==> src/rtl/seq_det_pkg.sv <==
// -----------------------------------------------------------------------------
// seq_det_pkg
// Shared constants and elaboration-time helpers for the serial pattern
// detector.
//   DEF_PAT_LEN / DEF_PATTERN / DEF_OVERLAP : default detector configuration
//   state_width() : bits needed to hold a matched-prefix length 0..pat_len
//   kmp_fail()    : longest proper prefix of the pattern that is also a
//                   suffix of the first m pattern bits
//   kmp_next()    : matched-prefix length after appending one bit to the
//                   first m pattern bits (advance or KMP fallback)
// All functions are evaluated with constant arguments only. They build a
// fixed transition table, so none of this becomes runtime logic.
// -----------------------------------------------------------------------------
package seq_det_pkg;

    localparam int MAX_PAT_LEN = 16;
    localparam int DEF_PAT_LEN = 4;
    localparam logic [DEF_PAT_LEN-1:0] DEF_PATTERN = 4'b1011;
    localparam bit DEF_OVERLAP = 1'b1;

    function automatic int state_width(input int pat_len);
        return (pat_len < 1) ? 1 : $clog2(pat_len + 1);
    endfunction

    // Pattern bit in arrival order. Index 0 is the first bit received,
    // which is the MSB of the pattern word.
    function automatic logic pat_bit(input logic [MAX_PAT_LEN-1:0] pat,
                                     input int pat_len, input int idx);
        return pat[pat_len - 1 - idx];
    endfunction

    function automatic int kmp_fail(input logic [MAX_PAT_LEN-1:0] pat,
                                    input int pat_len, input int m);
        int  best;
        logic ok;
        best = 0;
        for (int k = 1; k <= MAX_PAT_LEN; k++) begin
            if (k < m) begin
                ok = 1'b1;
                for (int j = 0; j < MAX_PAT_LEN; j++) begin
                    if (j < k) begin
                        if (pat_bit(pat, pat_len, j) != pat_bit(pat, pat_len, m - k + j))
                            ok = 1'b0;
                    end
                end
                if (ok)
                    best = k;
            end
        end
        return best;
    endfunction

    // The candidate string is (first m pattern bits, b), which has length m+1.
    // Returns the longest k <= pat_len such that the first k pattern bits equal
    // the last k bits of that string. When k = m+1, the pattern simply advanced.
    function automatic int kmp_next(input logic [MAX_PAT_LEN-1:0] pat,
                                    input int pat_len, input int m, input logic b);
        int   best;
        int   pos;
        logic ok;
        logic sb;
        best = 0;
        for (int k = 1; k <= MAX_PAT_LEN; k++) begin
            if (k <= pat_len && k <= m + 1) begin
                ok = 1'b1;
                for (int j = 0; j < MAX_PAT_LEN; j++) begin
                    if (j < k) begin
                        pos = m + 1 - k + j;
                        sb  = (pos == m) ? b : pat_bit(pat, pat_len, pos);
                        if (sb != pat_bit(pat, pat_len, j))
                            ok = 1'b0;
                    end
                end
                if (ok)
                    best = k;
            end
        end
        return best;
    endfunction

endpackage

==> src/rtl/sequence_detector.sv <==
// -----------------------------------------------------------------------------
// sequence_detector
// This module is a serial bit-pattern detector. It samples one bit on every
// rising clk edge. When the last PAT_LEN sampled bits equal PATTERN, it raises
// out for exactly one cycle. The first bit received is compared against the
// pattern MSB.
//
// Parameters
//   PAT_LEN  pattern length, 2..16
//   PATTERN  pattern word, MSB is received first
//   OVERLAP  1: the tail of a match may begin the next match
//            0: matching restarts from empty after each match
// Ports
//   seq_bit  in   serial data bit. The natural name 'sequence' is a reserved
//                 SystemVerilog keyword, so the port is called seq_bit.
//   clk      in   clock; all state changes happen on the rising edge
//   rstn     in   asynchronous active-low reset
//   out      out  one-cycle detect pulse, decoded from the state register
//
// state             | meaning
// ------------------+--------------------------------------------------
// S_IDLE (0)        | no pattern bits matched
// 1 .. PAT_LEN-1    | that many leading pattern bits matched so far
// S_MATCH (PAT_LEN) | full pattern matched; out is high this cycle
// -----------------------------------------------------------------------------
module sequence_detector
    import seq_det_pkg::*;
#(
    parameter int                 PAT_LEN = DEF_PAT_LEN,
    parameter logic [PAT_LEN-1:0] PATTERN = DEF_PATTERN,
    parameter bit                 OVERLAP = DEF_OVERLAP
) (
    input  logic seq_bit,
    input  logic clk,
    input  logic rstn,
    output logic out
);

    localparam int SW = state_width(PAT_LEN);
    localparam logic [SW-1:0] S_IDLE  = '0;
    localparam logic [SW-1:0] S_MATCH = SW'(PAT_LEN);
    localparam logic [MAX_PAT_LEN-1:0] PAT_W = MAX_PAT_LEN'(PATTERN);

    // After a full match, the next bit is applied as if the detector had
    // already fallen back: to the longest self-overlapping prefix, or to
    // empty when overlapping matches are disabled.
    localparam int FULL_RESTART = OVERLAP ? kmp_fail(PAT_W, PAT_LEN, PAT_LEN) : 0;

    logic [SW-1:0] state;
    logic [SW-1:0] state_nxt;

    // The transition table holds the next state for each current state and
    // each input bit. Every entry is a constant fixed at elaboration time.
    logic [SW-1:0] nxt_on0 [0:PAT_LEN];
    logic [SW-1:0] nxt_on1 [0:PAT_LEN];

    for (genvar gm = 0; gm <= PAT_LEN; gm++) begin : g_tab
        localparam int M_EFF = (gm == PAT_LEN) ? FULL_RESTART : gm;
        localparam logic [SW-1:0] N0 = SW'(kmp_next(PAT_W, PAT_LEN, M_EFF, 1'b0));
        localparam logic [SW-1:0] N1 = SW'(kmp_next(PAT_W, PAT_LEN, M_EFF, 1'b1));
        assign nxt_on0[gm] = N0;
        assign nxt_on1[gm] = N1;
    end

    always_ff @(posedge clk or negedge rstn) begin
        if (!rstn)
            state <= S_IDLE;
        else
            state <= state_nxt;
    end

    always_comb begin
        state_nxt = S_IDLE;
        out       = 1'b0;
        // Codes above S_MATCH cannot be reached. If one ever appears, the
        // detector recovers to idle.
        if (state <= S_MATCH)
            state_nxt = seq_bit ? nxt_on1[state] : nxt_on0[state];
        out = (state == S_MATCH);
    end

endmodule

==> config.mk <==
export PLATFORM = sky130hd
export DESIGN_NAME = sequence_detector
export DESIGN_NICKNAME = d
export VERILOG_FILES = /design/src/rtl/seq_det_pkg.sv /design/src/rtl/sequence_detector.sv
export SDC_FILE = /design/constraint.sdc
export NUM_CORES = 1
export LEC_CHECK = 0
export CORE_AREA = 5 5 42 44
export CTS_BUF_LIST = sky130_fd_sc_hd__clkbuf_4 sky130_fd_sc_hd__clkbuf_8
export CTS_CLUSTER_DIAMETER = 60
export DETAILED_ROUTE_END_ITERATION = 16
export DIE_AREA = 0 0 47 49
export HOLD_SLACK_MARGIN = 0.15
export PLACE_DENSITY = 0.36
export SLEW_MARGIN = 25
export SYNTH_ARGS = -nofsm -noshare
export SYNTH_HDL_FRONTEND = slang
export SYNTH_SLANG_ARGS = --single-unit
==> constraint.sdc <==
create_clock -name clk -period 1.1 [get_ports clk]
set_input_delay 0.275 -clock clk [delete_from_list [all_inputs] [get_ports clk]]
set_output_delay 0.275 -clock clk [all_outputs]
set_load 0.01 [all_outputs]
# --- After elaboration in Yosys (flattened, before gate mapping) ---
# Memories as Yosys holds them, arrays and structs flattened.
# Index checks and enable logic that the tools add are counted.
word_totals:
  register_bits: 3
  rom_bits: 48
  inputBits: 3
  output_inout_bits: 1
  elab_cells: 13
  n_memories: 2
memory_table:
  columns: ["name", "words", "word_bits", "rd", "rd_ports_with_merged_regs", "wr", "line_no", "rtl"]
  rows:
  - ["(no name shown)", 8, 3, 1, 0, 0, "sequence_detector.sv:78", "state_nxt = seq_bit ? nxt_on1[state] : nxt_on0[state];"]
  - ["(no name shown)", 8, 3, 1, 0, 0, "sequence_detector.sv:78", null]
op_classes:
  order_cmp: 2
  n_eq_ne: 1
  n_mux: 6
  bitwise_logic: 1
op_table:
  columns: ["operator", "n"]
  rows:
  - ["2-to-1 mux 3 bit", 6]
  - [">= comparator 4 bit (second input constant)", 1]
  - ["inverter 3 -> 4 bit", 1]
  - ["equality test 3 bit (second input constant)", 1]
  - ["<= comparator 3 bit (second input constant)", 1]

# --- Logic depth before layout (Yosys ltp) ---
# Gate-level depths: netlist of the first run.
logic_depth:
  depth_word: 6
  depth_mapped: 2
  ltp_nobuf: 2

# --- Least setup slack after synthesis of the first run ---
# Ideal clock, no wire load.
synth_path:
  path_kind: "reg2reg"
  from: "register state[0]"
  to: "register state[1]"
  arrival_time_ps: 966
  setup_slack_ps: 44
  stages_incl_launch_ff: 3
  path_buffers: 0
  period_less_slack_ps: 1056
  cell_sequence: "dfrtp_1 > or4b_1 > o221ai_1"
synth_between:
  elab_chain_len: 6
  word_cells_on_any_way: 10
synth_lines:
  columns: ["element", "line_no", "rtl"]
  rows:
  - ["from (decl)", "sequence_detector.sv:49", "logic [SW-1:0] state;"]
  - ["from (signal assigned)", "sequence_detector.sv:69", "state <= state_nxt;"]
  - ["inverter 3 -> 4 bit (not written as such)", "sequence_detector.sv:78", null]
  - ["memory (8 x 3 bit)", null, null]
  - ["2-to-1 mux 3 bit (not written as such) (2 in a row)", "sequence_detector.sv:78", null]
  - ["2-to-1 mux 3 bit", "sequence_detector.sv:78", null]
  - ["2-to-1 mux 3 bit (*)", "sequence_detector.sv:77", "if (state <= S_MATCH)"]
  - ["via state_nxt[1]", "sequence_detector.sv:50", "logic [SW-1:0] state_nxt;"]
# The timed path passes the listed nets; every way through them passes the cells marked *. The select of a mux whose other input is x is not followed.

# --- Final worst setup path of the first run ---
layout_path:
  from: "register state[1]"
  to: "output out"
layout_between:
  elab_chain_len: 1
layout_lines:
  columns: ["element", "line_no", "rtl"]
  rows:
  - ["equality test 3 bit", "sequence_detector.sv:79", "out = (state == S_MATCH);"]
  - ["to (decl)", "sequence_detector.sv:36", "output logic out"]
# No other way between the ends.

==> flow_summary.json, run 1 <==
{
  "placed_area_um2": 205,
  "num_rows": 14,
  "p_int_mw": 0.322,
  "ys_top_cells_by_area": "dfrtp_1, or4b_1, o221ai_1",
  "crit_arrival_ns": 0.94,
  "cts-root-buf": "clkbuf_4",
  "portBuffers": 3,
  "fmax_mhz": 821,
  "die_width_um": 47,
  "setup_ws_ns": -0.118,
  "relSlewSlack_pct": 90.5,
  "final_hold_viol_count": 0,
  "routedWlPerCell_um": 9.24,
  "syn_nets": 16,
  "seq_area_um2": 75.1,
  "clk_latency_ns": 0.23,
  "synth_edf_count": 0,
  "synth_area_um2": 140,
  "cts_tree": "done",
  "violations": "setup timing",
  "track_usage_pct": 4.59,
  "dr.pass1.iters": 1,
  "fin_crit_sh_pct": 111,
  "drv_slew": 0,
  "grt_overflow_total": 0,
  "period_minus_slack_ns": 1.22,
  "setup_viol": 2,
  "io_pins": 4,
  "largest_register": "state",
  "sequentialPowerShare_pct": 30.8,
  "synth_cell_type_count": 10,
  "start_util_pct": 10.0,
  "ir_drop_v": 0.000437,
  "max_slew.worst_pin.slew_ns": 0.143,
  "start_kind": "flip-flop",
  "synth_top_area_share_pct": 53.6,
  "clockBufferDepth": 2,
  "netlist_instances": 13,
  "fp.dieH_um": 49,
  "fin_skew_ns": 0.000262,
  "multi_input_area_um2": 76.3,
  "status": "finished, violations left",
  "grt_max_degree": 6,
  "leakage_nw": 0.123,
  "largest_reg_flops": 3,
  "clkPwrFrac_pct": 52.8,
  "final_cell_area_um2": 272,
  "diodes": 0,
  "rsz0062_at_grt": "true",
  "gp_congestion": 0.622,
  "finalPower_mw": 0.417,
  "hp-class": "in2async",
  "grt_pass1_wl_um": 641,
  "cts_htree_levels": 1,
  "avgSynthCellArea_um2": 10.8,
  "clkSlewWorstSetupHoldPaths_ns": 0.04,
  "synth_common_cells": "dfrtp_1, nor2_1",
  "ys.flop_type": "dfrtp_1",
  "final_antenna_net_count": 0,
  "final_util_pct": 19.4,
  "cap_violations": 0,
  "synth_largest_area_cell": "dfrtp_1",
  "synth-warning-count": 0,
  "final_layout_size_suffix_gt1_share_pct": 52.0,
  "swShare_pct": 22.6,
  "via_per_inst": 3.61,
  "core_area_um2": 1400,
  "cts_made_buffers": 3,
  "ys_seq_area_share_pct": 53.6,
  "dpl.hpwl_um": 214,
  "post-route-drc-count": 0,
  "async_flop_share_pct": 100,
  "grt_pass1_vias": 169,
  "worstSetupEndpointType": "output pin",
  "synth_most_common_cell": "dfrtp_1",
  "cts.sinks": 3,
  "required_ns": 0.82,
  "critPathKind": "reg2out",
  "num-fill-cells": 172,
  "critPathMaxFanout": 2,
  "place_ws_ns": -0.325,
  "drt-initial-drc-count": 0,
  "p_comb_share_pct": 16.4,
  "die-area_um2": 2300,
  "p_per_area_nw_per_um2": 1530,
  "cts_hold_buf": 0,
  "timing.rr.end": "state[1]$_DFF_PN0_",
  "antenna_found_initial": 0,
  "routed_wirelength_um": 379,
  "p_switching_mw": 0.0943,
  "reg2reg_slack_ns": -0.08,
  "ys_ff_latch": 3,
  "largestRegisters": "state: 3 flops",
  "r2r.worst_path.cells": 3,
  "syn2layout_area_growth_pct": 93.8,
  "vias": 148,
  "nets": 29,
  "r2r-start": "state[0]$_DFF_PN0_"
}
repair_timing:
action,4_1_cts,5_1_grt
resized for setup,8,0
endpoints found under the setup margin,2,2
endpoints found under the hold margin,0,0
setup buffers,3,0
pin swaps,1,0
cell type report:
cell class / instances / share of cell area (%)
repair buffers: 8 / 24.4
multi-input cells: 9 / 28.1
clock buffers: 4 / 11.1
flip-flops and latches: 3 / 27.6
inverters: 1 / 1.38
well taps: 16 / 7.37
power groups by stage:
stage / logic [mW] / clock network (mW) / registers, mW
global placement: 0.0426 / 0 / 0.129
floorplan: 0.0186 / 0 / 0.130
CTS: 0.0677 / 0.235 / 0.127
detailed placement: 0.0444 / 0 / 0.130
global route: 0.0753 / 0.234 / 0.129
finish: 0.0685 / 0.220 / 0.128
cell usage in the layout, fill, tap and decap left out:
cell type and instances:
a21oi_1 1, buf_2 1, buf_4 4, buf_6 1
clkbuf_4 4, clkdlybuf4s50_1 2, dfrtp_1 3, inv_1 1
nand3b_1 1, nor2_1 2, nor3b_2 1, o21a_1 1
o221ai_2 1, or2b_1 1, or4b_4 1
worst max-delay path by stage:
| stage | end | cells after the start | slack [ns] | startpoint |
|---|---|---|---|---|
| after global routing | out | 2 | -0.18 | state[1]$_DFF_PN0_ |
| after detailed placement | state[1]$_DFF_PN0_ | 3 | -0.32 | seq_bit |
| final | out | 2 | -0.12 | state[1]$_DFF_PN0_ |
| after CTS | out | 2 | -0.11 | state[1]$_DFF_PN0_ |
| after floorplan | state[1]$_DFF_PN0_ | 2 | 0.04 | state[0]$_DFF_PN0_ |
| after global placement | out | 2 | -0.32 | state[2]$_DFF_PN0_ |
routing by layer:
| layer | vias to the layer above | track usage (%) | wire length [µm] |
|---|---|---|---|
| met3 | 3 | 1.48 | 46 |
| met2 | 7 | 5.66 | 175 |
| met5 | - | 0 | 0 |
| met1 | 67 | 3.98 | 128 |
| li1 | 71 | - | - |
| met4 | 0 | 8.29 | 29 |
worst max-delay path: stages, from the launching register on:
cell and delay [ns]:
dfrtp_1 0.39, nor3b_2 0.17, buf_2 0.15
stage by stage:
step | TNS, ns | hold slack (ns) | cells
floorplan | 0 | -0.0206 | 13
global placement | -0.661 | 0.460 | 34
detailed placement | -0.686 | 0.466 | 34
CTS | -0.199 | 0.210 | 41
global route | -0.302 | 0.229 | 41
finish | -0.199 | 0.219 | 41
kinds of logic after synthesis:
logic type             share of synthesized area (%)
AOI/OAI and AO/OA                               15.2
buffers and inverters                           2.68
DFF                                             53.6
and+or+nand+nor                                 28.6
Note: power is estimated with default switching activity, not from simulation.
==> inputs of run 2 (changes only) <==
--- a/config.mk
+++ b/config.mk
@@ -6,11 +6,11 @@
 export NUM_CORES = 1
 export LEC_CHECK = 0
 export CORE_AREA = 5 5 42 44
-export CTS_BUF_LIST = sky130_fd_sc_hd__clkbuf_4 sky130_fd_sc_hd__clkbuf_8
-export CTS_CLUSTER_DIAMETER = 60
+export CTS_BUF_LIST = sky130_fd_sc_hd__clkbuf_4
 export DETAILED_ROUTE_END_ITERATION = 16
 export DIE_AREA = 0 0 47 49
 export HOLD_SLACK_MARGIN = 0.15
+export MAX_ROUTING_LAYER = met4
 export PLACE_DENSITY = 0.36
 export SLEW_MARGIN = 25
 export SYNTH_ARGS = -nofsm -noshare
==> results of run 2 <==
Final layout, timing and power as in run 1 (identical DEF).
Main changes from that run: final weighted congestion in routability-driven placement 0.622 -> 0.627; overall routing resource usage 4.59% -> 4.70%
==> inputs of run 3 (changes only) <==
--- a/config.mk
+++ b/config.mk
@@ -5,13 +5,15 @@
 export SDC_FILE = /design/constraint.sdc
 export NUM_CORES = 1
 export LEC_CHECK = 0
+export CAP_MARGIN = 5
 export CORE_AREA = 5 5 42 44
 export CTS_BUF_LIST = sky130_fd_sc_hd__clkbuf_4
 export DETAILED_ROUTE_END_ITERATION = 16
 export DIE_AREA = 0 0 47 49
+export DONT_BUFFER_PORTS = 1
 export HOLD_SLACK_MARGIN = 0.15
 export MAX_ROUTING_LAYER = met4
-export PLACE_DENSITY = 0.36
+export PLACE_DENSITY = 0.32
 export SLEW_MARGIN = 25
 export SYNTH_ARGS = -nofsm -noshare
 export SYNTH_HDL_FRONTEND = slang
==> flow_summary.json, run 3 (synthesis gave the netlist of run 1 again) <==
{
  "die-area_um2": 2300,
  "cp_num_buf_inv": 1,
  "cts-root-buf": "clkbuf_4",
  "final_cell_area_um2": 256,
  "cts.sinks": 3,
  "min_path_cells": 1,
  "swShare_pct": 21.7,
  "status": "finished, violations left",
  "critPathKind": "reg2out",
  "post-route-drc-count": 0,
  "fin_crit_sh_pct": 111,
  "placed_area_um2": 175,
  "p_comb_share_pct": 14.9,
  "crit_family": "flip-flops",
  "routedLengthMet1_um": 173,
  "via_per_inst": 3.60,
  "largestRegisters": "state: 3 flops",
  "final_layout_size_suffix_gt1_share_pct": 50.0,
  "crit_arrival_ns": 0.94,
  "clkPwrFrac_pct": 53.3,
  "worst-path-stages": 2,
  "violations": "setup timing",
  "crit_path_start": "state[0]$_DFF_PN0_",
  "start_util_pct": 10.0,
  "num-fill-cells": 168,
  "fp.dieH_um": 49,
  "portBuffers": 0,
  "dr.pass1.iters": 2,
  "worstSetupEndpointType": "output pin",
  "timing.hold.ws_ns": 0.177,
  "critPathMaxFanout": 3,
  "final_hold_viol_count": 0,
  "setup_viol": 2,
  "io_pins": 4,
  "nets": 28,
  "highest-signal-layer": "met4",
  "vias": 144,
  "dpl.hpwl_um": 214,
  "grt_pass1_vias": 155,
  "relSlewSlack_pct": 90.3,
  "sequentialPowerShare_pct": 31.7,
  "worst_path_max_delay_cell": "dfrtp_1",
  "gp_congestion": 0.647,
  "rsz0062_at_grt": "true",
  "layout_common_cells": "buf_4, clkbuf_4, dfrtp_1, nor2_1",
  "leakage_nw": 0.117,
  "p_per_area_nw_per_um2": 1580,
  "route.met2.wl_um": 164,
  "crit_path_cell_trace": "nor3b_2, buf_4",
  "setup_ws_ns": -0.119,
  "grt_max_degree": 6,
  "clkSlewWorstSetupHoldPaths_ns": 0.04,
  "drv_slew": 0,
  "routedWlPerCell_um": 9.80,
  "grt_pass1_wl_um": 614,
  "final_common_cell": "buf_4",
  "clk_latency_ns": 0.23,
  "ir_drop_v": 0.000447,
  "largest_reg_flops": 3,
  "start_kind": "flip-flop",
  "fmax_mhz": 821,
  "required_ns": 0.82,
  "cts_tree": "done",
  "fin_skew_ns": 0.00350,
  "cap_violations": 0,
  "largest_register": "state",
  "track_usage_pct": 4.48,
  "p_int_mw": 0.318,
  "drt-initial-drc-count": 1,
  "core_area_um2": 1400,
  "syn2layout_area_growth_pct": 83.0,
  "final_antenna_net_count": 0,
  "r2r-start": "state[1]$_DFF_PN0_",
  "period_minus_slack_ns": 1.22,
  "min-delay-start": "seq_bit",
  "grt_overflow_total": 0,
  "hp-class": "in2reg",
  "num_rows": 14,
  "cts_made_buffers": 3,
  "max_stage_delay_ns": 0.41,
  "die_width_um": 47,
  "antenna_found_initial": 0,
  "clockBufferDepth": 2,
  "dr_wl_met3_um": 39,
  "cts_htree_levels": 1,
  "p_switching_mw": 0.0883,
  "diodes": 0,
  "r2r.worst_path.cells": 3,
  "max_slew.worst_pin.slew_ns": 0.145,
  "routed_wirelength_um": 392
}
==> run 3: worst register-to-register path, stage by stage, from the launching register on <==
cell and delay, ns:
dfrtp_1 0.38, buf_4 0.14, or4b_1 0.49, o221ai_2 0.08
==> run 3: worst paths after layout <==
check	endpoint	slack [ns]
worst min-delay path	state[0]$_DFF_PN0_	0.18
worst max-delay path	out	-0.12
min in group asynchronous	state[0]$_DFF_PN0_	0.29
worst max register to register	state[1]$_DFF_PN0_	-0.08
max in group asynchronous	state[2]$_DFF_PN0_	0.67
worst min register to register	state[1]$_DFF_PN0_	0.68
==> run 3: per-layer routing <==
layer  global-route usage [%]  up-vias
li1                         -       69
met1                     3.96       67
met2                     4.75        6
met3                     2.95        2
met4                     6.91        0
met5                        -        -
==> run 3: stage by stage <==
step | instances | setup TNS (ns) | setup slack (ns) | util [%] | power, mW
global placement | 31 | 0 | 0.0194 | 12.5 | 0.158
finish | 40 | -0.197 | -0.119 | 18.3 | 0.406
global route | 40 | -0.289 | -0.165 | 18.3 | 0.444
CTS | 39 | -0.217 | -0.137 | 17.8 | 0.414
floorplan | 13 | 0 | 0.0441 | - | 0.149
detailed placement | 31 | 0 | 0.00615 | 12.5 | 0.161
==> run 3: power groups by stage <==
stage | Sequential [mW] | Combinational (mW) | Clock (mW)
3_5_place_dp | 0.132 | 0.0292 | 0
6_report | 0.129 | 0.0606 | 0.217
4_1_cts | 0.129 | 0.0547 | 0.230
5_1_grt | 0.130 | 0.0663 | 0.248
2_1_floorplan | 0.130 | 0.0186 | 0
3_3_place_gp | 0.131 | 0.0276 | 0
==> run 3: area by class of cell <==
type	instances	area [µm²]	share of cell area, %
Clock buffer	4	30.0	11.7
Tap cell	16	20.0	7.80
Multi-Input combinational cell	9	72.6	28.3
Inverter	1	3.75	1.46
Sequential cell	3	75.1	29.3
Timing Repair Buffer	7	55.1	21.5
==> run 3: what timing repair did <==
item                                    CTS  global route
hold buffers                              1             0
hold endpoints to repair                  3             0
pin swaps                                 1             0
resized for setup                         2             0
buffers inserted                          3             1
endpoints found under the setup margin    2             2
